`src/rtl/des_byte_stream_io.sv`:
```
// Byte-stream wrapper around the combinational DES core: gathers 8 bytes, holds the core inputs for SETTLE_CYCLES, then streams the 8 result bytes.
// Latency: SETTLE_CYCLES clocks from byte-7 accept to OUT_VALID; backpressure: IN_READY low in EVAL/SEND, OUT_DATA held while OUT_READY low.
module des_byte_stream_io #(
    parameter int SETTLE_CYCLES = 4,
    parameter int CNT_W         = 8
) (
    input  logic        CLK,
    input  logic        RST_N,
    input  logic [7:0]  IN_DATA,
    input  logic        IN_VALID,
    output logic        IN_READY,
    input  logic        KEY_SEL,
    output logic [64:1] PLAIN_TEXT,
    output logic        ADDRESS,
    output logic        CHIP_SELECT_BAR,
    input  logic [64:1] CIPHER_TEXT,
    output logic [7:0]  OUT_DATA,
    output logic        OUT_VALID,
    input  logic        OUT_READY,
    output logic        BUSY
);

    typedef enum logic [1:0] {ST_LOAD, ST_EVAL, ST_SEND} state_t;

    localparam logic [CNT_W-1:0] SETTLE_LAST = CNT_W'(SETTLE_CYCLES - 1);

    state_t           state, state_nxt;
    logic [2:0]       byte_cnt;
    logic [CNT_W-1:0] settle_cnt;
    logic [63:0]      out_sr;
    logic             in_acc, out_acc, last_byte, settle_done;

    assign IN_READY    = (state == ST_LOAD);
    assign BUSY        = (state != ST_LOAD);
    assign OUT_DATA    = out_sr[63:56];
    assign in_acc      = IN_VALID && (state == ST_LOAD);
    assign out_acc     = OUT_VALID && OUT_READY && (state == ST_SEND);
    assign last_byte   = (byte_cnt == 3'd7);
    assign settle_done = (state == ST_EVAL) && (settle_cnt == SETTLE_LAST);

    always_ff @(posedge CLK or negedge RST_N) begin
        if (!RST_N) begin
            state <= ST_LOAD;
        end else begin
            state <= state_nxt;
        end
    end

    always_comb begin
        state_nxt = state;
        case (state)
            ST_LOAD: if (in_acc && last_byte)  state_nxt = ST_EVAL;
            ST_EVAL: if (settle_done)          state_nxt = ST_SEND;
            ST_SEND: if (out_acc && last_byte) state_nxt = ST_LOAD;
            default:                           state_nxt = ST_LOAD;
        endcase
    end

    // Core enable is registered so the DES inputs see a clean, glitch-free window.
    always_ff @(posedge CLK or negedge RST_N) begin
        if (!RST_N) begin
            byte_cnt        <= 3'd0;
            settle_cnt      <= '0;
            PLAIN_TEXT      <= '0;
            ADDRESS         <= 1'b0;
            CHIP_SELECT_BAR <= 1'b1;
            out_sr          <= '0;
            OUT_VALID       <= 1'b0;
        end else begin
            if (in_acc) begin
                PLAIN_TEXT <= {PLAIN_TEXT[56:1], IN_DATA};
                if (byte_cnt == 3'd0) begin
                    ADDRESS <= KEY_SEL;
                end
                if (last_byte) begin
                    byte_cnt        <= 3'd0;
                    settle_cnt      <= '0;
                    CHIP_SELECT_BAR <= 1'b0;
                end else begin
                    byte_cnt <= byte_cnt + 3'd1;
                end
            end

            if (state == ST_EVAL) begin
                settle_cnt <= settle_cnt + 1'b1;
                if (settle_done) begin
                    out_sr          <= CIPHER_TEXT;
                    OUT_VALID       <= 1'b1;
                    CHIP_SELECT_BAR <= 1'b1;
                end
            end

            if (out_acc) begin
                out_sr <= {out_sr[55:0], 8'h00};
                if (last_byte) begin
                    byte_cnt  <= 3'd0;
                    OUT_VALID <= 1'b0;
                end else begin
                    byte_cnt <= byte_cnt + 3'd1;
                end
            end
        end
    end

endmodule

```
`config.mk`:
```
export PLATFORM = sky130hd
export DESIGN_NAME = des_byte_stream_io
export DESIGN_NICKNAME = d
export VERILOG_FILES = /design/src/rtl/des_byte_stream_io.sv
export SDC_FILE = /design/constraint.sdc
export NUM_CORES = 1
export LEC_CHECK = 0
export BUFFER_PORTS_ARGS = -buffer_cell sky130_fd_sc_hd__buf_2
export CORE_UTILIZATION = 45
export CTS_CLUSTER_DIAMETER = 80
export DETAILED_ROUTE_END_ITERATION = 12
export PLACE_DENSITY = 0.74
export SYNTH_ARGS = -nofsm -noshare
export SYNTH_HDL_FRONTEND = slang
export SYNTH_SLANG_ARGS = --single-unit
```
`constraint.sdc`:
```
create_clock -name CLK -period 2.8 [get_ports CLK]
set_input_delay 0.56 -clock CLK [delete_from_list [all_inputs] [get_ports CLK]]
set_output_delay 0.56 -clock CLK [all_outputs]
set_load 0.03 [all_outputs]
```
# Word level (Yosys, flattened, before mapping)
# Cells that the tools add are included.
totals:
  ff_bits: 144
  inputBits: 77
  output_inout_bits: 77
classes:
  n_addsub: 2
  n_eq_ne: 7
  muxes: 21
  reduce_logical: 18
op_table:
  columns: ["operator", "count"]
  rows:
  - ["$mux W64", 3]
  - ["$mux W8", 3]
  - ["$reduce_bool A2 Y1", 6]
  - ["$mux W3", 3]
  - ["$add A8 B1 Y8 const B", 1]
  - ["$eq A8 B2 Y1 const B", 1]
  - ["$mux W1", 8]
  - ["$logic_and A1 B1 Y1", 6]
  - ["$mux W2", 3]
  - ["$pmux W2 S3", 1]
  - ["$reduce_and A2 Y1", 3]
  - ["$ne A2 B1 Y1 const B", 2]
  - ["$add A3 B1 Y3 const B", 1]
  - ["$eq A3 B3 Y1 const B", 1]
  - ["$logic_not A3 Y1", 1]
  - ["$reduce_and A3 Y1", 1]
  - ["$eq A2 B1 Y1 const B", 1]
  - ["$eq A2 B2 Y1 const B", 1]
  - ["$logic_not A2 Y1", 1]
  - ["$ne A2 B2 Y1 const B", 1]

# Longest topological paths before layout
# Gate-level depths: netlist of run 1.
logic_depth:
  ltp_word: 6
  depth_mapped: 7
  depth_no_buf: 5

# Worst setup path after synthesis of run 1
# OpenSTA, ideal clock, no wires.
synth_path:
  kind: "flip-flop to flip-flop"
  startpoint: "register settle_cnt[0]"
  endpoint: "register out_sr[51]"
  setup_time_ps: 141
  arrival_ps: 1885
  slack_ps: 774
  stages_incl_launch_ff: 8
  path_buffers: 3
  cell_sequence: "dfrtp_1 ha_1 or3b_2 clkbuf_1 buf_2 buf_1 o31ai_1 a31oi_1"
synth_via:
  elab_chain_len: 4
synth_rtl:
  columns: ["item", "line_no", "rtl"]
  rows:
  - ["start, declared", "29", "logic [CNT_W-1:0] settle_cnt;"]
  - ["start signal, assigned", "85", "settle_cnt <= settle_cnt + 1'b1;"]
  - ["$eq A8 B2 Y1", "39", "assign settle_done = (state == ST_EVAL) && (settle_cnt == SETTLE_LAST);"]
  - ["$logic_and A1 B1 Y1", "39", null]
  - ["$reduce_bool A2 Y1 (no source line)", null, null]
  - ["$reduce_and A2 Y1 (no source line)", null, null]
  - ["end signal, assigned", "94", "out_sr <= {out_sr[55:0], 8'h00};"]
  - ["end, declared", "30", "logic [63:0] out_sr;"]
# Every way passes these cells.
# A chain may end at the register's enable or synchronous reset.

# Worst setup path after layout of run 1
layout_path:
  startpoint: "register settle_cnt[4]"
  endpoint: "register out_sr[53]"
# The elaborated chain is that of the path after synthesis.

==> results of run 1 <==
[metal layers]
metal  track usage  share of wire  vias up
li1              -              -     2293
met1        0.3009           0.43     2528
met2        0.3575           0.50      191
met3       0.04276          0.054       21
met4       0.07716          0.017        0
met5             0              0        -
[report_power, final]
group          internal, µW  switching, µW  leakage, µW  total (µW)
registers              3070            693      0.00168        3770
logic                  1580           2660      0.00146        4240
clock network          1260            908     0.000281        2170
[worst paths after layout]
check / endpoint / slack (ns) / cells after the start
setup / recovery: out_sr[53] / 0.48 / 4
hold / removal: out_sr[1] / 0.14 / 1
setup reg to reg: out_sr[53] / 0.48 / 4
hold reg to reg: CHIP_SELECT_BAR / 0.47 / 2
max in group asynchronous: PLAIN_TEXT[55] / 1.82 / 2
min in group CLK: ADDRESS / 0.37 / 2
[metrics by stage]
stage          std cells  power (µW)
4_1_cts              864       10220
5_1_grt              864       10710
2_1_floorplan        544        6784
3_5_place_dp         832        8013
6_report             864       10170
3_3_place_gp         832        7809
[cell type report]
cell class | instances | area (µm²) | share of cell area
multi-input combinational | 336 | 2521 | 0.3217
timing repair buffer | 168 | 897.1 | 0.1145
clock inverter | 14 | 135.1 | 0.01724
clock buffer | 18 | 439.2 | 0.05603
sequential | 144 | 3605 | 0.4599
inverter | 4 | 15.01 | 0.001916
tap | 180 | 225.2 | 0.02874
[flip-flops by register name (all words and copies together), names as in the netlist]
register,count
byte_cnt,3
ADDRESS,1
settle_cnt,8
OUT_VALID,1
out_sr,64
PLAIN_TEXT,64
state,2
CHIP_SELECT_BAR,1
[cell families (layout without fill, tap and decap cells)]
group | Yosys count | count (layout) | share of synthesized area
AOI/OAI and AO/OA | 112 | 112 | 0.1326
muxes | 71 | 71 | 0.1244
adders and majority gates | 4 | 4 | 0.007836
and+or+nand+nor | 148 | 148 | 0.1244
DFF | 144 | 144 | 0.5643
xor gates and xnor gates | 1 | 1 | 0.001371
buffers and inverters | 64 | 204 | 0.04505
[cells in the final DEF, fill, tap and decap left out, types with 17 or more instances in the layout]
cell       count
a31oi_1       39
buf_2        152
clkbuf_16     17
dfrtp_1      143
mux2_2        67
nand2_1       18
nand2b_1      19
nand4_1       49
nor2_1        41
o31ai_1       38
==> results.json, run 1 <==
{
  "nets": 752,
  "crit_fanout": 23,
  "grt_start_max_net_pins": 76,
  "cp_num_buf_inv": 1,
  "dr.pass1.iters": 5,
  "area_growth_pct": 22.70,
  "htree_levels": 4,
  "die_w_um": 121.1,
  "cts_tree": "built",
  "vias_per_cell": 5.825,
  "syn_avg_cell_area_um2": 11.74,
  "reg2reg_from": "settle_cnt[4]",
  "antenna_left": 0,
  "io_buffers": 153,
  "avgRoutedWirePerCell_um": 18.20,
  "place_congestion": 0.8310,
  "crit_arrival_ns": 2.60,
  "yosys.cell_types.count": 37,
  "grt_pass1_vias": 4841,
  "wl_um": 15720,
  "postSynth.asyncResetShare": 1.000,
  "timing.critical_path.max_delay_family": "simple AND/OR/NAND/NOR gates",
  "grt_pass1_wl_um": 25180,
  "start_util": 0.4602,
  "cts_buffers": 17,
  "finalSetupViolCount": 0,
  "syn_inst": 544,
  "ys_ff_latch": 144,
  "hold_violations": 0,
  "synth_seq_area_share": 0.5643,
  "clock.fmax_ghz": 0.4306,
  "vias": 5033,
  "whs_ns": 0.1351,
  "final_cell_area_mm2": 0.007838,
  "finalClockSkew_ns": 0.005881,
  "synth.most_common_cell": "dfrtp_1",
  "clkTransAtPathRegs_ns": 0.06,
  "dp_slack_ns": 0.5578,
  "worst-setup-path-type": "register to register",
  "required_ns": 3.08,
  "syn_nets": 625,
  "critPathLaunchType": "register",
  "slew_headroom": 0.4263,
  "synth-edff-count": 0,
  "drc": 0,
  "drt_first_iter_violations": 403,
  "die_h_um": 121.1,
  "drive_above_1_share": 0.4181,
  "fin_ws_ns": 0.4777,
  "power.density_mw_per_mm2": 1298,
  "grt_antenna_before_repair": 0,
  "grt_usage": 0.2225,
  "fin_crit_ns": 2.322,
  "clk_latency_ns": 0.42,
  "crit_slowest_cell": "or4_1",
  "worstPathCellList": "or4_1, buf_4, o31ai_1, a31oi_1",
  "cts.sinks": 144,
  "hold_path_class": "input port to async pin",
  "cts_setup_buffers": 0,
  "cap_violations": 0,
  "tightest_slew_ns": 0.8581,
  "grt_setup_unrepaired": "no",
  "drv_slew": 0,
  "io-pin-count": 154,
  "crit_path_end_kind": "register",
  "core_area_mm2": 0.01388,
  "cts_resized": 0,
  "tns_ns": 0,
  "place_area_mm2": 0.007263,
  "startpoint": "settle_cnt[4]",
  "final_util": 0.5646,
  "vdd_drop_max_v": 0.0006005,
  "synth_area_mm2": 0.006387,
  "ctsLongestPathBuffers": 2,
  "fillCellCount": 1152,
  "synth_warnings": 0,
  "dp_hpwl_um": 10650,
  "max_stage_delay_ns": 0.92,
  "period_share": 0.8294,
  "synth_area_leaders": "dfrtp_1 (56%), mux2_2 (12%), nand4_1 (4.8%)",
  "synthTopCellsByCount": "dfrtp_1 (143), mux2_2 (67), nand4_1 (49), nor2_1 (41), a31oi_1 (39)",
  "dieArea_mm2": 0.01467,
  "grt-ovfl-total": 0,
  "synth_top_area_frac": 0.5602,
  "outcome": "finished clean",
  "row_count": 43,
  "synth_area_leader_cell": "dfrtp_1",
  "clockRootBuffer": "clkbuf_16",
  "ys.flop_type": "dfrtp_1",
  "hold_buffers": 0,
  "power_leakage_uw": 0.003418,
  "antennaDiodeCount": 0
}
Power figures use the tool's default switching activity.
==> inputs of run 2 (changes only) <==
--- a/config.mk
+++ b/config.mk
@@ -9,7 +9,7 @@
 export CORE_UTILIZATION = 45
 export CTS_CLUSTER_DIAMETER = 80
 export DETAILED_ROUTE_END_ITERATION = 12
-export PLACE_DENSITY = 0.74
+export PLACE_DENSITY = 0.77
 export SYNTH_ARGS = -nofsm -noshare
 export SYNTH_HDL_FRONTEND = slang
 export SYNTH_SLANG_ARGS = --single-unit
==> constraint.sdc (replaced) <==
create_clock -name CLK -period 2 [get_ports CLK]
set_input_delay 0.4 -clock CLK [delete_from_list [all_inputs] [get_ports CLK]]
set_output_delay 0.4 -clock CLK [all_outputs]
set_load 0.03 [all_outputs]
==> run 2 against run 1 <==
First-iteration DRC count is 2.5% higher. Utilization is 1.4 points higher. Sequential cell count stayed put. Die area stayed put. Clock power increased by 37%. Fmax grew 22%. Cell count rose by 1.6%. Sequential share of layout area shrank 1.1 points. Design area is 2.5% higher. Combinational power rose by 45%. Sequential power rose by 40%. Via count about the same. Largest cell class unchanged.
==> results.json, run 2 (same netlist as run 1, synthesis figures left out) <==
{
  "outcome": "finished clean",
  "grt_setup_unrepaired": "no",
  "core_area_mm2": 0.01388,
  "grt_pass1_vias": 4837,
  "crit_arrival_ns": 2.20,
  "cts_buffers": 17,
  "drive_above_1_share": 0.4232,
  "cap_violations": 0,
  "cp_num_buf_inv": 2,
  "cts_setup_buffers": 0,
  "vias_per_cell": 5.733,
  "die_w_um": 121.1,
  "nets": 765,
  "worst-setup-path-type": "register to register",
  "vias": 5034,
  "crit_slowest_cell": "or3b_2",
  "required_ns": 2.29,
  "reg2reg_from": "settle_cnt[1]",
  "hold_violations": 0,
  "crit_fanout": 23,
  "max_stage_delay_ns": 0.50,
  "total_power_uw": 14380,
  "clockRootBuffer": "clkbuf_16",
  "dieArea_mm2": 0.01467,
  "hold_path_class": "input port to register",
  "worstPathCellList": "ha_1, or3b_2, buf_4, nor3_2, buf_4, o21ai_0",
  "grt-ovfl-total": 0,
  "layout_common_cells": "buf_2 (152), dfrtp_1 (143), mux2_2 (67)",
  "fillCellCount": 1144,
  "cp_common_cell": "buf_4",
  "path_depth": 6,
  "slew_headroom": 0.6307,
  "grt_start_max_net_pins": 60,
  "ctsLongestPathBuffers": 2,
  "startpoint": "settle_cnt[1]",
  "grt_antenna_before_repair": 1,
  "tightest_slew_ns": 0.5539,
  "dr.pass1.iters": 5,
  "dp_hpwl_um": 10560,
  "power.density_mw_per_mm2": 1790,
  "fin_crit_ns": 1.909,
  "io-pin-count": 154,
  "htree_levels": 4,
  "timing.critical_path.max_delay_family": "simple AND/OR/NAND/NOR gates",
  "drv_slew": 0,
  "r2r_end": "out_sr[5]",
  "area_growth_pct": 25.78,
  "final_cell_area_mm2": 0.008034,
  "die_h_um": 121.1,
  "finalClockSkew_ns": 0.008757,
  "antenna_left": 0,
  "wl_um": 15490,
  "ff2ff_setup_slack_ns": 0.09,
  "io_buffers": 153,
  "crit_path_end_kind": "register",
  "largestRegisters": "PLAIN_TEXT: 64 flops, out_sr: 64 flops, settle_cnt: 8 flops",
  "whs_ns": 0.2219,
  "period_share": 0.9544,
  "final_cell_count_no_fill": 878,
  "placed_cells": 844,
  "avgRoutedWirePerCell_um": 17.64,
  "place_congestion": 0.8042,
  "drt_first_iter_violations": 413,
  "critPathLaunchType": "register",
  "place_area_mm2": 0.007453,
  "cts_tree": "built",
  "grt_usage": 0.2181,
  "clk_latency_ns": 0.41,
  "cts.sinks": 144,
  "vdd_drop_max_v": 0.001055,
  "grt_pass1_wl_um": 24820,
  "clkTransAtPathRegs_ns": 0.06,
  "reg2reg_depth": 6,
  "finalSetupViolCount": 0,
  "endpoint": "out_sr[5]",
  "row_count": 43,
  "clock.fmax_ghz": 0.5239,
  "tns_ns": 0,
  "drc": 0,
  "start_util": 0.4602,
  "power_leakage_uw": 0.003507,
  "final_common_cell": "buf_2"
}
-- run 2: cell type report --
cell class	instances	area [µm²]	area share
clock inverters	8	81.33	0.01012
clock buffers	24	481.7	0.05996
diodes	1	2.502	0.0003115
well taps	180	225.2	0.02803
multi-input cells	336	2526	0.3144
flip-flops and latches	144	3605	0.4487
inverters	4	15.01	0.001869
repair buffers	181	1097	0.1366
-- run 2: worst min-delay path by stage --
stage                    start       endpoint  slack (ns)  cells after the start
global placement         RST_N  settle_cnt[7]        0.41                      1
finish              IN_DATA[6]  PLAIN_TEXT[7]        0.22                      2
global route        IN_DATA[7]  PLAIN_TEXT[8]        0.21                      2
detailed placement       RST_N  settle_cnt[6]        0.41                      1
floorplan                RST_N        ADDRESS        0.10                      0
CTS                 IN_DATA[3]  PLAIN_TEXT[4]        0.20                      2
-- run 2: metal layers --
layer | vias to the layer above | routed length, µm | part of all wire | track usage
li1 | 2318 | - | - | -
met1 | 2520 | 6888 | 0.44 | 0.3002
met2 | 177 | 7578 | 0.49 | 0.3375
met3 | 19 | 762 | 0.049 | 0.04793
met4 | 0 | 258 | 0.017 | 0.08102
met5 | - | 0 | 0 | 0
-- run 2: power breakdown --
| part | internal, µW | switching [µW] | total [µW] |
|---|---|---|---|
| Combinational | 2390 | 3740 | 6130 |
| Sequential | 4300 | 966 | 5270 |
| Clock | 1810 | 1170 | 2980 |
-- run 2: repair_timing --
action,CTS,global route
gates resized for setup,0,1
endpoints found under the setup margin,0,1
hold buffers,1,0
endpoints found under the hold margin,52,0
-- run 2: through the flow --
step | setup WS (ns) | util
after global placement | 0.1585 | 0.5370
after CTS | 0.09300 | 0.5782
after detailed placement | 0.09935 | 0.5370
after floorplan | 0.01341 | -
final | 0.09127 | 0.5788
after global routing | 0.001689 | 0.5788
